## src/rtl/exe_pkg.sv

```systemverilog
// ============================================================================
// Module   : exe_pkg
// Purpose  : Shared opcode encodings, FSM state type and multiplier
//            iteration count for the execute stage.
// Revision : 1.0 - initial release
// ============================================================================
`default_nettype none

package exe_pkg;

    localparam logic [3:0] CMD_ADD = 4'b0000;
    localparam logic [3:0] CMD_SUB = 4'b0010;
    localparam logic [3:0] CMD_AND = 4'b0100;
    localparam logic [3:0] CMD_OR  = 4'b0101;
    localparam logic [3:0] CMD_NOR = 4'b0110;
    localparam logic [3:0] CMD_XOR = 4'b0111;
    localparam logic [3:0] CMD_SLL = 4'b1000;
    localparam logic [3:0] CMD_SRA = 4'b1001;
    localparam logic [3:0] CMD_SRL = 4'b1010;
    localparam logic [3:0] CMD_MUL = 4'b1100;

    localparam int MUL_ITERS = 32;

    typedef enum logic [1:0] {
        IDLE = 2'd0,
        BUSY = 2'd1,
        DONE = 2'd2
    } exe_state_t;

endpackage

`default_nettype wire

```

## src/rtl/seq_mult.sv

```systemverilog
// ============================================================================
// Module   : seq_mult
// Purpose  : Iterative shift-add multiplier, one multiplier bit per cycle,
//            always MUL_ITERS iterations; returns the low 32 product bits.
// Revision : 1.0 - initial release
// ============================================================================
`default_nettype none

module seq_mult
    import exe_pkg::*;
(
    input  logic        clk,
    input  logic        rst,
    input  logic        start,
    input  logic [31:0] a,
    input  logic [31:0] b,
    output logic        busy,
    output logic        done,
    output logic [31:0] product
);

    localparam logic [4:0] C_LAST_ITER = 5'(MUL_ITERS - 1);

    logic [31:0] r_a;
    logic [31:0] r_b;
    logic [31:0] r_acc;
    logic [4:0]  r_count;
    logic        r_busy;
    logic [31:0] w_acc_next;

    assign w_acc_next = r_acc + (r_b[0] ? r_a : 32'd0);

    always_ff @(posedge clk) begin
        if (rst) begin
            r_a     <= '0;
            r_b     <= '0;
            r_acc   <= '0;
            r_count <= '0;
            r_busy  <= 1'b0;
        end else if (start) begin
            r_a     <= a;
            r_b     <= b;
            r_acc   <= '0;
            r_count <= '0;
            r_busy  <= 1'b1;
        end else if (r_busy) begin
            r_acc   <= w_acc_next;
            r_a     <= r_a << 1;
            r_b     <= r_b >> 1;
            r_count <= r_count + 5'd1;
            if (r_count == C_LAST_ITER) begin
                r_busy <= 1'b0;
            end
        end
    end

    // The final iteration's sum is exposed combinationally so the caller can
    // register the product on the same edge that completes it.
    assign busy    = r_busy;
    assign done    = r_busy && (r_count == C_LAST_ITER);
    assign product = r_busy ? w_acc_next : r_acc;

endmodule

`default_nettype wire

```

## src/rtl/exe_stage.sv

```systemverilog
// ============================================================================
// Module   : exe_stage
// Purpose  : Pipeline execute stage: ALU plus registered results toward the
//            memory stage. Define EXE_MULT_EN to build the iterative MUL unit.
// Revision : 1.0 - initial release
// ============================================================================
`default_nettype none

module exe_stage
    import exe_pkg::*;
(
    input  logic        clk,
    input  logic        rst,
    input  logic        in_valid,
    input  logic [3:0]  EXE_CMD,
    input  logic [31:0] val1,
    input  logic [31:0] val2,
    input  logic [31:0] ST_val_in,
    input  logic        MEM_R_EN_in,
    input  logic        MEM_W_EN_in,
    input  logic        WB_EN_in,
    input  logic [4:0]  dest_in,
    input  logic        mem_freeze,
    output logic        exe_freeze,
    output logic        out_valid,
    output logic [31:0] ALU_result,
    output logic [31:0] ST_val,
    output logic        MEM_R_EN,
    output logic        MEM_W_EN,
    output logic        WB_EN,
    output logic [4:0]  dest
);

    logic [31:0] w_alu;
    logic [4:0]  w_shamt;
    logic        w_accept;
    logic        w_load_alu;
    logic        w_load_mult;
    logic [31:0] w_mult_result;
    logic [31:0] w_mult_st;
    logic [7:0]  w_mult_ctl;

    logic        r_out_valid;
    logic [31:0] r_result;
    logic [31:0] r_st_val;
    logic        r_mem_r;
    logic        r_mem_w;
    logic        r_wb;
    logic [4:0]  r_dest;

    assign w_shamt = val2[4:0];

    // MUL falls to the default arm: it yields 0 here and is produced by the
    // multiplier path when that is built.
    always_comb begin
        w_alu = '0;
        case (EXE_CMD)
            CMD_ADD: w_alu = val1 + val2;
            CMD_SUB: w_alu = val1 - val2;
            CMD_AND: w_alu = val1 & val2;
            CMD_OR:  w_alu = val1 | val2;
            CMD_NOR: w_alu = ~(val1 | val2);
            CMD_XOR: w_alu = val1 ^ val2;
            CMD_SLL: w_alu = val1 << w_shamt;
            CMD_SRA: w_alu = $signed(val1) >>> w_shamt;
            CMD_SRL: w_alu = val1 >> w_shamt;
            default: w_alu = '0;
        endcase
    end

`ifdef EXE_MULT_EN
    exe_state_t  r_state;
    exe_state_t  w_state_next;
    logic        w_is_mul;
    logic        w_mult_start;
    logic        w_mult_busy;
    logic        w_mult_done;
    logic [31:0] w_product;
    logic [31:0] r_pend_st;
    logic [7:0]  r_pend_ctl;

    assign w_is_mul     = (EXE_CMD == CMD_MUL);
    assign w_accept     = (r_state == IDLE) && in_valid && !mem_freeze;
    assign w_load_alu   = w_accept && !w_is_mul;
    assign w_mult_start = w_accept && w_is_mul;

    seq_mult u_seq_mult (
        .clk     (clk),
        .rst     (rst),
        .start   (w_mult_start),
        .a       (val1),
        .b       (val2),
        .busy    (w_mult_busy),
        .done    (w_mult_done),
        .product (w_product)
    );

    always_ff @(posedge clk) begin
        if (rst) begin
            r_state <= IDLE;
        end else begin
            r_state <= w_state_next;
        end
    end

    always_comb begin
        w_state_next = r_state;
        case (r_state)
            IDLE:    if (w_mult_start) w_state_next = BUSY;
            BUSY:    if (w_mult_done)  w_state_next = mem_freeze ? DONE : IDLE;
            DONE:    if (!mem_freeze)  w_state_next = IDLE;
            default: w_state_next = IDLE;
        endcase
    end

    // Upstream stops holding its inputs after accept, so the passthrough
    // fields of a MUL are captured here for the deferred result.
    always_ff @(posedge clk) begin
        if (rst) begin
            r_pend_st  <= '0;
            r_pend_ctl <= '0;
        end else if (w_mult_start) begin
            r_pend_st  <= ST_val_in;
            r_pend_ctl <= {MEM_R_EN_in, MEM_W_EN_in, WB_EN_in, dest_in};
        end
    end

    assign w_load_mult   = !mem_freeze &&
                           (((r_state == BUSY) && w_mult_done) || (r_state == DONE));
    assign w_mult_result = w_product;
    assign w_mult_st     = r_pend_st;
    assign w_mult_ctl    = r_pend_ctl;
    assign exe_freeze    = mem_freeze || (r_state != IDLE) || w_mult_busy ||
                           ((r_state == IDLE) && in_valid && w_is_mul);
`else
    assign w_accept      = in_valid && !mem_freeze;
    assign w_load_alu    = w_accept;
    assign w_load_mult   = 1'b0;
    assign w_mult_result = '0;
    assign w_mult_st     = '0;
    assign w_mult_ctl    = '0;
    assign exe_freeze    = mem_freeze;
`endif

    always_ff @(posedge clk) begin
        if (rst) begin
            r_out_valid <= 1'b0;
            r_result    <= '0;
            r_st_val    <= '0;
            r_mem_r     <= 1'b0;
            r_mem_w     <= 1'b0;
            r_wb        <= 1'b0;
            r_dest      <= '0;
        end else if (!mem_freeze) begin
            if (w_load_alu) begin
                r_out_valid <= 1'b1;
                r_result    <= w_alu;
                r_st_val    <= ST_val_in;
                {r_mem_r, r_mem_w, r_wb, r_dest} <= {MEM_R_EN_in, MEM_W_EN_in, WB_EN_in, dest_in};
            end else if (w_load_mult) begin
                r_out_valid <= 1'b1;
                r_result    <= w_mult_result;
                r_st_val    <= w_mult_st;
                {r_mem_r, r_mem_w, r_wb, r_dest} <= w_mult_ctl;
            end else begin
                r_out_valid <= 1'b0;
            end
        end
    end

    assign out_valid  = r_out_valid;
    assign ALU_result = r_result;
    assign ST_val     = r_st_val;
    assign MEM_R_EN   = r_mem_r;
    assign MEM_W_EN   = r_mem_w;
    assign WB_EN      = r_wb;
    assign dest       = r_dest;

endmodule

`default_nettype wire

```

## config.mk

```make
export PLATFORM = sky130hd
export DESIGN_NAME = exe_stage
export DESIGN_NICKNAME = d
export VERILOG_FILES = /design/src/rtl/exe_pkg.sv /design/src/rtl/seq_mult.sv /design/src/rtl/exe_stage.sv
export SDC_FILE = /design/constraint.sdc
export NUM_CORES = 1
export LEC_CHECK = 0
export BUFFER_PORTS_ARGS = -buffer_cell sky130_fd_sc_hd__clkbuf_2
export CAP_MARGIN = 15
export CELL_PAD_IN_SITES_DETAIL_PLACEMENT = 1
export CELL_PAD_IN_SITES_GLOBAL_PLACEMENT = 2
export CORE_ASPECT_RATIO = 1.25
export CORE_MARGIN = 2
export CORE_UTILIZATION = 32
export CTS_CLUSTER_SIZE = 10
export DETAILED_ROUTE_END_ITERATION = 12
export HOLD_SLACK_MARGIN = 0.03
export PLACE_DENSITY_LB_ADDON = 0.1
export SYNTH_ARGS = -nofsm -noshare
export SYNTH_HDL_FRONTEND = slang
export SYNTH_HIERARCHICAL = 1
export SYNTH_SLANG_ARGS = --single-unit
```

## constraint.sdc

```tcl
create_clock -name clk -period 7 [get_ports clk]
set_input_delay 1.05 -clock clk [delete_from_list [all_inputs] [get_ports clk]]
set_output_delay 1.05 -clock clk [all_outputs]
set_load 0.01 [all_outputs]
```

After elaboration in Yosys (flattened, before gate mapping)
Index checks and enable logic that the tools add are counted.
Widths: inputs -> output; s select.
{"block": "word_totals", "ff_bits": 73, "output_inout_bits": 74}
{"block": "classes", "n_addsub": 2, "eq_ne": 8, "shifts": 3, "mux": 2, "bitwise": 5, "n_reduce_logical": 4}
{"operator": "$pmux 32 s9", "n": 1}
{"operator": "$add 32x32->32", "n": 1}
{"operator": "$and 32x32->32", "n": 1}
{"operator": "$not 32->32", "n": 1}
{"operator": "$or 32x32->32", "n": 1}
{"operator": "$shl 32x5->32", "n": 1}
{"operator": "$shr 32x5->32", "n": 1}
{"operator": "$sshr 32x5->32", "n": 1}
{"operator": "$sub 32x32->32", "n": 1}
{"operator": "$xor 32x32->32", "n": 1}
{"operator": "$eq 4x3->1 const B", "n": 4}
{"operator": "$eq 4x4->1 const B", "n": 3}
{"operator": "$eq 4x2->1 const B", "n": 1}
{"operator": "$logic_not 4->1", "n": 1}
{"operator": "$reduce_and 2->1", "n": 1}
{"operator": "$logic_and 1x1->1", "n": 1}
{"operator": "$logic_not 1->1", "n": 1}
{"operator": "$mux 1", "n": 1}
{"operator": "$not 1->1", "n": 1}

Longest topological paths before layout
{"block": "depth", "word_depth": 3, "depth_mapped": 23}

Worst setup path after synthesis
No wires, ideal clock.
{"block": "synth_path", "path_type": "input port to flip-flop", "from": "input port val2[1]", "to": "register r_result[26] (netlist: ALU_result[26])", "setup_ps": 122, "arrival_ps": 5004, "slack_ps": 1874, "stages": 20, "path_buffers": 3, "cell_sequence": "inv_2 -> buf_1 -> clkbuf_1 -> ha_1 -> nand2_1 -> nor3_1 -> nand3_1 -> nor2_1 -> a41oi_1 -> xnor2_1 -> ha_1 -> clkbuf_1 -> a21o_1 -> a21oi_1 -> nor3_1 -> a211oi_1 -> o41ai_1 -> a221o_1 -> xor2_1 -> a221o_1"}
{"block": "synth_via", "elab_chain_cells": 2}
{"element": "start, declared", "line_no": "exe_stage.sv:17", "source": "input logic [31:0] val2,"}
{"element": "$sub 32x32->32 (tied with other cells)", "line_no": "exe_stage.sv:59", "source": "CMD_SUB: w_alu = val1 - val2;"}
{"element": "$pmux 32 s9 *", "line_no": "exe_stage.sv:57", "source": "case (EXE_CMD)"}
{"element": "end signal, assigned", "line_no": "exe_stage.sv:157", "source": "r_result <= w_alu;"}
{"element": "end signal, assigned", "line_no": "exe_stage.sv:162", "source": "r_result <= w_mult_result;"}
{"element": "end, declared", "line_no": "exe_stage.sv:44", "source": "logic [31:0] r_result;"}
Mark *: on every way between the ends. The rest lies on a longest branch, timed or not.
A chain may end at the register's enable or synchronous reset.

Worst setup path in the final report
{"block": "layout_path", "from": "input port EXE_CMD[0]", "to": "register r_result[26] (netlist: ALU_result[26])"}
{"block": "layout_via", "elab_chain_cells": 2}
{"element": "start, declared", "line_no": "exe_stage.sv:15", "source": "input logic [3:0] EXE_CMD,"}
{"element": "$eq 4x4->1 (tied with other cells)", "line_no": "exe_stage.sv:57"}
{"element": "$pmux 32 s9 *", "line_no": "exe_stage.sv:57"}
Marks and branches as above.

==> metrics.yaml <==
grt:
  grt_pass1_vias: 12000
  antenna_found_initial: 0
  grt_max_degree: 71
  globalRouteTotalUtil_pct: 29.3
  gr-total-overflow: 0
  grt_pass1_wl_mm: 77.1
routing:
  drt_iter0_markers: 778
  ant_nets: 0
  wl_per_cell_um: 25.7
  drc: 0
  drtPass1Iterations: 5
  viasPerCell: 5.95
  drt-total-wl_mm: 52.1
  num_vias: 12100
layout:
  final_cells: 2032
  syn2layout_area_growth_pct: 14.2
  fillCellCount: 4158
  diodes: 0
  final_nets: 1819
  final_layout_size_suffix_gt1_share_pct: 17.6
  fin_util_pct: 37.0
logic_synthesis:
  synthTopCellsByArea: "dfxtp_1 (14%), ha_1 (11%), mux2i_1 (8.7%)"
  synth-seq-cells: 73
  seq_area_frac_synth_pct: 13.8
  synth_area_um2: 10600
  yosysMostFrequentCell: "nand2_1"
  syn_inst: 1501
  asyncSetResetFlopFracSynth_pct: 0
  synth_cell_types: 82
  avgSynthCellArea_um2: 7.04
  synth-edff-count: 0
  yosys.area.top_type: "dfxtp_1"
  yosys_most_used_dff: "dfxtp_1"
  syn_nets: 1711
  ys.warnings.count: 6
  synth_top_cell_area_share_pct: 13.8
  ys_top_cells_by_count: "nand2_1 (199), a21oi_1 (173), nor2_1 (160)"
critical_path:
  path_max_fanout: 28
  critPathArrivalTime_ns: 5.78
  max_stage_delay_ns: 0.67
  crit_required_ns: 7.23
  reg2reg_slack_ns: 5.47
  start_kind: "primary input"
  ff2ff_path_depth: 4
  r2r-start: "ALU_result[16]$_SDFFE_PP0P_"
  critical_path_class: "primary input to flop"
  r2r-end: "ALU_result[16]$_SDFFE_PP0P_"
  crit_slowest_cell: "or3_1"
  critPathCaptureType: "flop"
  path_cells: "buf_4, or3_1, nor2_1, buf_4, nor2_1, xnor2_1, ha_1, nor2b_1, o2111ai_2, a31oi_1, or3_1, nand2_2, o41ai_1, a221o_1, xor2_1, a221o_1"
clocking:
  clkSinkCount: 73
  post_cts_resized: 0
  clk_latency_ns: 0.33
  postCtsSetupRepairBufs: 0
  cts-htree-levels: 3
  clock_path_buffers: 2
  clkTransAtPathRegs_ns: 0.06
  clockRootBuffer: "clkbuf_16"
  numCtsBuffers: 9
  cts_tree: "yes"
  holdBufCountCts: 0
place:
  dpl.cell_count: 2016
  post-dp-hpwl_mm: 42.1
  io_buffers: 185
  finalWeightedCongestion: 0.935
floorplan:
  die_x_um: 167
  die-area_um2: 34500
  core-area_um2: 32600
  dieHeight_um: 207
  io_pins: 186
  initial_core_util_pct: 32.4
  num_rows: 74
timing:
  fin_skew_ns: 0
  slew_headroom_pct: 17.2
  rsz0062_at_grt: "false"
  worst_pin_slew_ns: 1.21
  finalMaxSlewViolations: 0
  setup_tns_ns: 0
  post-route-min-period_ns: 5.56
  period_share_pct: 79.4
  max_freq_mhz: 180
  hold_violations: 0
  setup-violations-final: 0
flow_run:
  max_cap_viol_count: 0
min_path:
  hp-start: "ALU_result[6]$_SDFFE_PP0P_"
  whs_path_depth: 2
  whs_endpoint: "ALU_result[6]$_SDFFE_PP0P_"
  hp-class: "flop to flop"
power:
  power.density_nw_per_um2: 150
  leakagePower_uw: 0.00532
  peakVddDrop_v: 0.000169
outcome:
  status: "complete, no violations"
[logic make-up (layout without fill, tap and decap cells)]
logic type / count (synthesis) / in the layout / synth area share [%]
compound gates: 485 / 485 / 28.6
xor+xnor: 55 / 55 / 4.56
fa+ha+maj: 98 / 98 / 11.7
buf+inv: 193 / 306 / 7.21
flops: 73 / 73 / 13.8
mux: 142 / 142 / 15.5
simple gates: 455 / 455 / 18.6
[area by class of cell]
cell class              instances  area [µm²]  share of cell area, %
clock buffers                  10         229                   1.90
clock inverters                 6        91.3                  0.756
inverters                      84         315                   2.61
multi-input cells            1235        8370                   69.3
flip-flops and latches         73        1460                   12.1
well taps                     418         523                   4.33
repair buffers                206        1090                   9.02
[per-stage QoR]
step                hold slack, ns  area [µm²]  power, µW  worst slack [ns]
floorplan                    0.470       10600        977              1.87
global placement             0.438       11800       1300              1.25
detailed placement           0.442       11800       1300              1.18
CTS                          0.453       12100       1810              1.51
global route                 0.469       12100       1910              1.19
finish                       0.446       12100       1810              1.44
[registers in the layout (all words and copies together), names as in the netlist]
name / count
MEM_R_EN: 1
MEM_W_EN: 1
WB_EN: 1
out_valid: 1
ALU_result: 32
dest: 5
ST_val: 32
[cell usage in the layout (no fill, tap or decap), drive strengths merged, types with 22 or more instances in the layout]
master,Yosys,routed
clkbuf,70,193
nor3,22,22
nand2,201,201
mux2,36,36
dfxtp,73,73
mux2i,92,92
xnor2,46,46
a21oi,174,174
buf,39,23
nor2,160,160
a211oi,37,37
o21ai,112,112
inv,84,85
ha,97,97
[per-layer routing]
layer	share of wire [%]	vias up	wire length (µm)	track usage [%]
li1	-	5641	-	-
met1	42	5884	21700	36.0
met2	48	457	25100	51.0
met3	4.5	102	2330	2.54
met4	5.7	0	2990	14.7
met5	0	-	0	0
[how the worst max path moves through the flow]
stage | from | to | slack, ns | cells past startpoint
floorplan | val2[1] | ALU_result[26]$_SDFFE_PP0P_ | 1.87 | 20
global placement | EXE_CMD[0] | ALU_result[26]$_SDFFE_PP0P_ | 1.25 | 16
detailed placement | EXE_CMD[0] | ALU_result[26]$_SDFFE_PP0P_ | 1.18 | 16
CTS | EXE_CMD[0] | ALU_result[26]$_SDFFE_PP0P_ | 1.51 | 16
global route | EXE_CMD[0] | ALU_result[26]$_SDFFE_PP0P_ | 1.19 | 16
finish | EXE_CMD[0] | ALU_result[26]$_SDFFE_PP0P_ | 1.44 | 16
[power by group]
part	leakage (µW)	internal [µW]	switching, µW
sequential	0.000595	433	10.4
combinational	0.00457	294	571
clock	0.000157	314	186
total	0.00532	1040	767
[critical path, delay by kind of cell]
kind | cells | cell delay (ns)
compound gates | 5 | 1.75
xor+xnor | 2 | 0.20
fa+ha+maj | 1 | 0.35
buf+inv | 2 | 0.52
simple gates | 6 | 1.91
Power figures use the tool's default switching activity.
